$ cat config.mk
export PLATFORM = sky130hd
export DESIGN_NAME = pipelined_adder_flat
export DESIGN_NICKNAME = d
export VERILOG_FILES = /design/src/rtl/pipelined_adder_if.sv /design/src/rtl/pipelined_adder.sv /design/src/flat_wrapper.sv
export SDC_FILE = /design/constraint.sdc
export NUM_CORES = 1
export LEC_CHECK = 0
export CORE_AREA = 2 2 159 161
export DETAILED_ROUTE_END_ITERATION = 6
export DIE_AREA = 0 0 161 163
export GPL_ROUTABILITY_DRIVEN = 1
export HOLD_SLACK_MARGIN = 0.15
export PLACE_DENSITY = 0.53
export SLEW_MARGIN = 40
export SYNTH_ARGS = -nofsm -noshare
export SYNTH_HDL_FRONTEND = slang
export SYNTH_SLANG_ARGS = --single-unit
export TNS_END_PERCENT = 10
$ cat constraint.sdc
create_clock -name clk -period 4.31 [get_ports clk]
set_clock_uncertainty 0.1 [all_clocks]
set_input_delay 0.6465 -clock clk [delete_from_list [all_inputs] [get_ports clk]]
set_output_delay 0.6465 -clock clk [all_outputs]
set_load 0.005 [all_outputs]
$ cat src/rtl/pipelined_adder_if.sv
// Valid/ready operand and result channels of the pipelined adder.
// The producer/consumer side uses master; the adder itself uses slave.
interface pipelined_adder_if #(
    parameter int WIDTH = 32
);
    logic             in_valid;
    logic             in_ready;
    logic [WIDTH-1:0] a;
    logic [WIDTH-1:0] b;
    logic [1:0]       mode;
    logic             cin;
    logic             out_valid;
    logic             out_ready;
    logic [WIDTH-1:0] sum;
    logic             cout;
    logic             ovf;

    modport master (
        output in_valid, a, b, mode, cin, out_ready,
        input  in_ready, out_valid, sum, cout, ovf
    );

    modport slave (
        input  in_valid, a, b, mode, cin, out_ready,
        output in_ready, out_valid, sum, cout, ovf
    );
endinterface

$ cat src/rtl/pipelined_adder.sv
// WIDTH-bit add/subtract split into STAGES carry-chained chunks, one per clock,
// with a single global advance enable giving full backpressure.
module pipelined_adder_chunk #(
    parameter int CHUNK = 8
) (
    input  logic [CHUNK-1:0] x,
    input  logic [CHUNK-1:0] y,
    input  logic             ci,
    output logic [CHUNK-1:0] s,
    output logic             co
);
    assign {co, s} = {1'b0, x} + {1'b0, y} + {{CHUNK{1'b0}}, ci};
endmodule

module pipelined_adder #(
    parameter int WIDTH  = 32,
    parameter int STAGES = 4
) (
    input  logic              clk,
    input  logic              rst_n,
    pipelined_adder_if.slave  bus
);
    localparam int CHUNK = WIDTH / STAGES;

    logic              adv;
    logic [STAGES:0]   vld_pipe;
    logic [WIDTH-1:0]  b_prep;
    logic              c_prep;
    logic [WIDTH-1:0]  sum_q;
    logic              cout_q;
    logic              ovf_q;

    assign adv           = !vld_pipe[STAGES] || bus.out_ready;
    assign bus.in_ready  = adv;
    assign bus.out_valid = vld_pipe[STAGES];
    assign bus.sum       = sum_q;
    assign bus.cout      = cout_q;
    assign bus.ovf       = ovf_q;
    assign vld_pipe[0]   = bus.in_valid;

    always_comb begin
        b_prep = bus.b;
        c_prep = 1'b0;
        case (bus.mode)
            2'b00:   c_prep = 1'b0;
            2'b01:   c_prep = 1'b1;
            2'b10: begin
                b_prep = ~bus.b;
                c_prep = 1'b1;
            end
            default: c_prep = bus.cin;
        endcase
    end

    // Bubbles travel with the data; nothing collapses, so order is preserved.
    always_ff @(posedge clk or negedge rst_n) begin
        if (!rst_n)
            vld_pipe[STAGES:1] <= '0;
        else if (adv)
            vld_pipe[STAGES:1] <= vld_pipe[STAGES-1:0];
    end

    for (genvar k = 0; k < STAGES; k++) begin : g_stage
        localparam int REM = WIDTH - k * CHUNK;  // operand bits not yet added
        localparam int LO  = k * CHUNK;          // sum bits already finished

        // xa/xb shrink by one chunk per stage; the top bit stays the operand sign.
        logic [REM-1:0]      xa;
        logic [REM-1:0]      xb;
        logic [LO:0]         xs;   // {carry in, finished lower sum bits}
        logic [LO+CHUNK:0]   ns;
        logic [CHUNK-1:0]    ps;
        logic                co;

        pipelined_adder_chunk #(.CHUNK(CHUNK)) u_chunk (
            .x  (xa[CHUNK-1:0]),
            .y  (xb[CHUNK-1:0]),
            .ci (xs[LO]),
            .s  (ps),
            .co (co)
        );

        if (k == 0) begin : g_cap
            assign xa = bus.a;
            assign xb = b_prep;
            assign xs = c_prep;
            assign ns = {co, ps};
        end else begin : g_reg
            localparam int PREM = REM + CHUNK;
            always_ff @(posedge clk or negedge rst_n) begin
                if (!rst_n) begin
                    xa <= '0;
                    xb <= '0;
                    xs <= '0;
                end else if (adv && vld_pipe[k-1]) begin
                    xa <= g_stage[k-1].xa[PREM-1:CHUNK];
                    xb <= g_stage[k-1].xb[PREM-1:CHUNK];
                    xs <= g_stage[k-1].ns;
                end
            end
            assign ns = {co, ps, xs[LO-1:0]};
        end

        if (k == STAGES - 1) begin : g_out
            always_ff @(posedge clk or negedge rst_n) begin
                if (!rst_n) begin
                    sum_q  <= '0;
                    cout_q <= 1'b0;
                    ovf_q  <= 1'b0;
                end else if (adv && vld_pipe[k]) begin
                    sum_q  <= ns[WIDTH-1:0];
                    cout_q <= ns[WIDTH];
                    ovf_q  <= (xa[CHUNK-1] == xb[CHUNK-1]) && (ps[CHUNK-1] != xa[CHUNK-1]);
                end
            end
        end
    end
endmodule
$ cat src/flat_wrapper.sv
// flat-port wrapper written by rule: the top's interface ports become plain ports
module pipelined_adder_flat 
#(
    parameter int WIDTH  = 32,
    parameter int STAGES = 4
)
  (clk, rst_n, bus_in_valid, bus_a, bus_b, bus_mode, bus_cin, bus_out_ready, bus_in_ready, bus_out_valid, bus_sum, bus_cout, bus_ovf);
  pipelined_adder_if #(.WIDTH(WIDTH)) bus_i ();
  input  logic clk;
  input  logic rst_n;
  input wire logic [$bits(bus_i.in_valid)-1:0] bus_in_valid;
  input wire logic [$bits(bus_i.a)-1:0] bus_a;
  input wire logic [$bits(bus_i.b)-1:0] bus_b;
  input wire logic [$bits(bus_i.mode)-1:0] bus_mode;
  input wire logic [$bits(bus_i.cin)-1:0] bus_cin;
  input wire logic [$bits(bus_i.out_ready)-1:0] bus_out_ready;
  output wire logic [$bits(bus_i.in_ready)-1:0] bus_in_ready;
  output wire logic [$bits(bus_i.out_valid)-1:0] bus_out_valid;
  output wire logic [$bits(bus_i.sum)-1:0] bus_sum;
  output wire logic [$bits(bus_i.cout)-1:0] bus_cout;
  output wire logic [$bits(bus_i.ovf)-1:0] bus_ovf;
  assign bus_i.in_valid = bus_in_valid;
  assign bus_i.a = bus_a;
  assign bus_i.b = bus_b;
  assign bus_i.mode = bus_mode;
  assign bus_i.cin = bus_cin;
  assign bus_i.out_ready = bus_out_ready;
  assign bus_in_ready = bus_i.in_ready;
  assign bus_out_valid = bus_i.out_valid;
  assign bus_sum = bus_i.sum;
  assign bus_cout = bus_i.cout;
  assign bus_ovf = bus_i.ovf;
  pipelined_adder #(.WIDTH(WIDTH), .STAGES(STAGES)) u_core (.clk(clk), .rst_n(rst_n), .bus(bus_i));
endmodule
# Word level (Yosys, flattened, before mapping)
# Index checks and enable logic that the tools add are counted.
[op_classes]
mux = 2
add_sub_neg = 8
reduce_logical = 9
bitwise = 1
eq_ne = 4
[op_table]
columns = ["op", "n"]
rows = [
  ["8-bit by 8-bit adder with 9-bit output", 4],
  ["9-bit by 1-bit adder with 9-bit output", 4],
  ["32-bit two-way mux", 1],
  ["32-bit NOT", 1],
  ["1-bit logical AND", 5],
  ["2-bit by 1-bit equality test with 1-bit output, second input constant", 1],
  ["2-bit equality test, second input constant", 1],
  ["2-bit logical NOT", 1],
  ["1-bit one-hot mux with 2 select lines", 1],
  ["2-bit OR reduction", 1],
  ["1-bit equality test", 1],
  ["1-bit logical NOT", 1],
  ["1-bit logical OR", 1],
  ["1-bit inequality test", 1],
]
[totals]
output_inout_bits = 36
in_bits = 71
word_cells = 37
reg_bits = 185

# Longest topological paths before layout
[depth]
ltp_word = 4
mapped_depth = 13
ltp_nobuf = 11

# By module
# A second synthesis with hierarchy kept.
[unflattened]
hier_cells = 636
hier_area_um2 = 8560.7
[by_module_without_submodules]
columns = ["module", "area_per_inst_um2", "cells_each", "seq_area_each_um2", "n_inst"]
rows = [
  ["pipelined_adder", 7234.4, 470, 4629.4, 1],
  ["pipelined_adder_chunk (u_core.g_stage[1].u_chunk ...)", 331.6, 42, 0.0, 3],
  ["pipelined_adder_chunk (u_core.g_stage[0].u_chunk)", 331.6, 40, 0.0, 1],
]

# Worst setup path before layout
# OpenSTA, ideal clock, no wires.
[synth_path]
kind = "input-to-reg"
start = "in bus_mode[0]"
end = "reg u_core.g_stage[1].xs[8]"
setup_slack_ps = 1247
path_buffers = 2
t_required_ps = 4086
stages = 13
t_arrival_ps = 2840
setup_time_ps = 124
cell_sequence = "inv_1 ha_1 buf_2 buf_2 xor2_1 fa_1 inv_1 fa_1 nor2b_4 o31ai_4 a21oi_1 o21a_1 o31a_1"
[synth_between]
elab_chain_cells = 4
elab_cells_between_ends = 8
cone_classes = "add/sub (2); eq/ne (2); mux (2); reduce/logical (2)"
[synth_lines]
columns = ["element", "line", "rtl"]
rows = [
  ["from (decl)", "flat_wrapper.sv:14", "input wire logic [$bits(bus_i.mode)-1:0] bus_mode;"],
  ["2-bit equality test / 2-bit by 1-bit equality test with 1-bit output (equally long branches)", "pipelined_adder.sv:44", "case (bus.mode)"],
  ["32-bit two-way mux / 2-bit OR reduction (equally long branches)", "--", ""],
  ["8-bit by 8-bit adder with 9-bit output / 1-bit one-hot mux with 2 select lines (equally long branches)", "pipelined_adder.sv:12, pipelined_adder.sv:44", ""],
  ["9-bit by 1-bit adder with 9-bit output *", "pipelined_adder.sv:12", "assign {co, s} = {1'b0, x} + {1'b0, y} + {{CHUNK{1'b0}}, ci};"],
  ["to (signal assigned)", "pipelined_adder.sv:98", "xs <= g_stage[k-1].ns;"],
  ["to (decl)", "pipelined_adder.sv:70", "logic [LO:0] xs;"],
]
# Every way passes the cells marked *; elsewhere a longest branch is shown, timed or not.
# A chain may end at the register's enable or synchronous reset.

# Worst setup path in the final report
[layout_path]
start = "in bus_mode[1]"
end = "reg u_core.g_stage[1].xs[6]"
# Same word-level chain as after synthesis.

==> metrics <==
footprint of the multi-input gates between 3000 and 4000 um^2; Mapped Area ~8500 um^2; filler cell count roughly 2.3k; R2R cell count 8; Diodes inserted 0; post-DP HPWL 11600 um; worst-case vdd ir drop roughly 0.22 mV; WHS Path Cells 2; post-DR vias/cell between 4 and 5; fin. max-slew vios 0; largest net degree at the start of global routing between 100 and 150; Setup crit start kind input pin; Final period util 74.1%; gr usage total between 10% and 20%; vias in the first global route 5582; CTS Root Cell clkbuf_16; count leader, synth dfrtp_1; crit path time final 3.19 ns; Port Buffers approximately 110; Tightest Pin Transition 0.665 ns; warnings from Yosys 0; syn_area_per_cell around 13 um^2; Core Util, Final 42.6%; Primary FF master, synth dfrtp_1; Final GP Congestion 0.802; status completed; die area between 20000 and 30000 um^2; internal reg-to-reg setup slack approximately 2.0 ns; H-tree lvl count 4; IO Count ~110; Die Y 163 um; Yosys reg bits 185; DR iter-0 viols approximately 130; Hold Path Class reg -> reg; first-pass GRT wire length around 28000 um; CTS Buf Count 17; Async SR Flop Fraction 100%; Max Cap Viol 0; number of synthesized flops with an enable pin 0; Power Density roughly 700 nW/um^2; Worst Hold Path EP u_core.g_stage[3].xs[21]; DR WL/cell 14.8 um; Crit. End Element register; Area Growth Syn to Fin 24.1%; cell row count 58; FMAX between 300 and 400 MHz; clock sinks roughly 190; Die Wd 161 um; Post-Route Setup TNS 0 ns; Seq/Total Area, Yosys a little over half; Initial Utilization 34.4%; crit-path max FO 24; reg-to-reg critical path endpoint u_core.g_stage[3].xs[22]; Post-route DRC 0; r2r startpoint u_core.g_stage[2].xa[0]; layout cells sized above 1 21.8%; hold_ws 0.374 ns; Synth area leader dfrtp_1; final net count 884; Core Area 24700 um^2; Crit Path Category in -> reg; FF+latch area 4630 um^2; DRT antenna net count 0; final setup fails 0; DR pass1 iterations 4; Worst Path Arrival around 3.4 ns; Clock Latency Late Sink between 0.4 and 0.5 ns; unrepaired setup endpoints after global routing no; synth top area cells dfrtp_1 (55%), mux2_2 (14%), ha_1 (4.4%), o21ai_0 (3.2%), xnor2_1 (2.8%); synthesized instance count 668; Vias 5159; LEAKAGE 4.61 nW; post-synth top area share 54.6%; CTS tree built; Netlist cell types 43; total wire length 16600 um; grt ovf 0; Rel. slew slack 55.5%; Worst Path Required 4.52 ns; syn_nets 777; Hold Violations, Final 0; top post-synthesis cells by count dfrtp_1 (185), mux2_2 (109), nand2_1 (60); Worst-path clk slew 0.07 ns; CTS max path bufs 2; Hold Crit Start u_core.g_stage[3].xs[21]; initial antenna violation count 0; cts repair resizes 0; Worst Setup SP bus_mode[1]
critical path, cell delays in order:
cell and delay [ns]:
clkdlybuf4s50_1 0.49, ha_2 0.34, buf_4 0.44, xor2_1 0.25, inv_1 0.08, fa_1 0.47
nor2b_4 0.17, o31ai_4 0.08, nand2b_1 0.09, a211oi_1 0.08, o31ai_1 0.27
stage by stage:
stage	power, mW	area (um^2)	instances	setup WS (ns)
final	7.52	10500	1118	1.12
after global placement	5.88	9860	1084	0.734
after CTS	7.63	10500	1116	1.10
after detailed placement	6.00	9880	1084	0.665
after floorplan	5.03	8480	668	1.25
after global routing	8.12	10500	1118	0.891
power by group:
group / internal, mW / leakage [nW] / switching (mW) / total, mW
Sequential: 2.51 / 2.24 / 0.436 / 2.95
Combinational: 1.64 / 2.07 / 1.34 / 2.98
Clock: 0.945 / 0.298 / 0.641 / 1.59
Total: 5.10 / 4.61 / 2.41 / 7.52
final cells by class:
| cell class | count | area share, % |
|---|---|---|
| Tap cell | 330 | 3.92 |
| Multi-Input combinational cell | 432 | 34.3 |
| Inverter | 21 | 0.749 |
| Clock buffer | 21 | 4.38 |
| Clock inverter | 11 | 1.37 |
| Timing Repair Buffer | 118 | 11.3 |
| Sequential cell | 185 | 44.0 |
state kept, by name (all words and copies together) (netlist names):
register and cells:
u_core.bus.out_valid 1, u_core.bus.ovf 1, u_core.vld_pipe 3, u_core.g_stage.xb 48, u_core.g_stage.xa 48, u_core.bus.cout 1
u_core.g_stage.xs 51, u_core.bus.sum 32
metal layers:
layer	GRT usage, %	share of wire, %	vias to the layer above
met5	0	0	-
li1	-	-	2522
met4	5.19	1.9	0
met2	23.5	50	81
met3	2.70	3.2	16
met1	16.8	45	2540
worst max path at each step:
| stage | end | slack [ns] | depth (start not counted) |
|---|---|---|---|
| 5_1_grt | u_core.g_stage[1].xs[6] | 0.89 | 12 |
| 4_1_cts | u_core.g_stage[1].xs[6] | 1.10 | 11 |
| 3_3_place_gp | u_core.g_stage[1].xs[7] | 0.73 | 10 |
| 2_1_floorplan | u_core.g_stage[1].xs[8] | 1.25 | 13 |
| 6_report | u_core.g_stage[1].xs[6] | 1.12 | 11 |
| 3_5_place_dp | u_core.g_stage[1].xs[6] | 0.66 | 11 |
cell families (layout without fill, tap and decap cells):
group | after synthesis | after routing | synth area share [%]
xor+xnor | 51 | 51 | 5.27
simple gates | 105 | 105 | 5.43
mux | 125 | 125 | 17.0
compound gates | 113 | 113 | 8.26
flops | 185 | 185 | 54.6
fa+ha+maj | 38 | 38 | 6.31
buf+inv | 51 | 171 | 3.13
placed cells by master (no fill, tap or decap), drive strengths merged, types with 4 or more instances in the layout:
master,synthesis,final
a211oi,6,6
a21oi,16,16
a31oi,4,4
buf,25,12
clkbuf,5,21
clkdlybuf4s50,0,105
clkinv,0,5
dfrtp,185,185
fa,8,8
ha,30,30
inv,21,23
mux2,124,124
nand2,63,63
nand2b,6,6
nand3,4,4
nor2,17,17
nor3,9,9
o21a,6,6
o21ai,60,60
o31ai,7,7
xnor2,27,27
xor2,24,24
what timing repair did:
item,4_1_cts,5_1_grt
buffers inserted,0,0
hold buffers,0,1
setup endpoints to repair,0,0
hold endpoints to repair,0,52
Note: power is estimated with default switching activity, not from simulation.
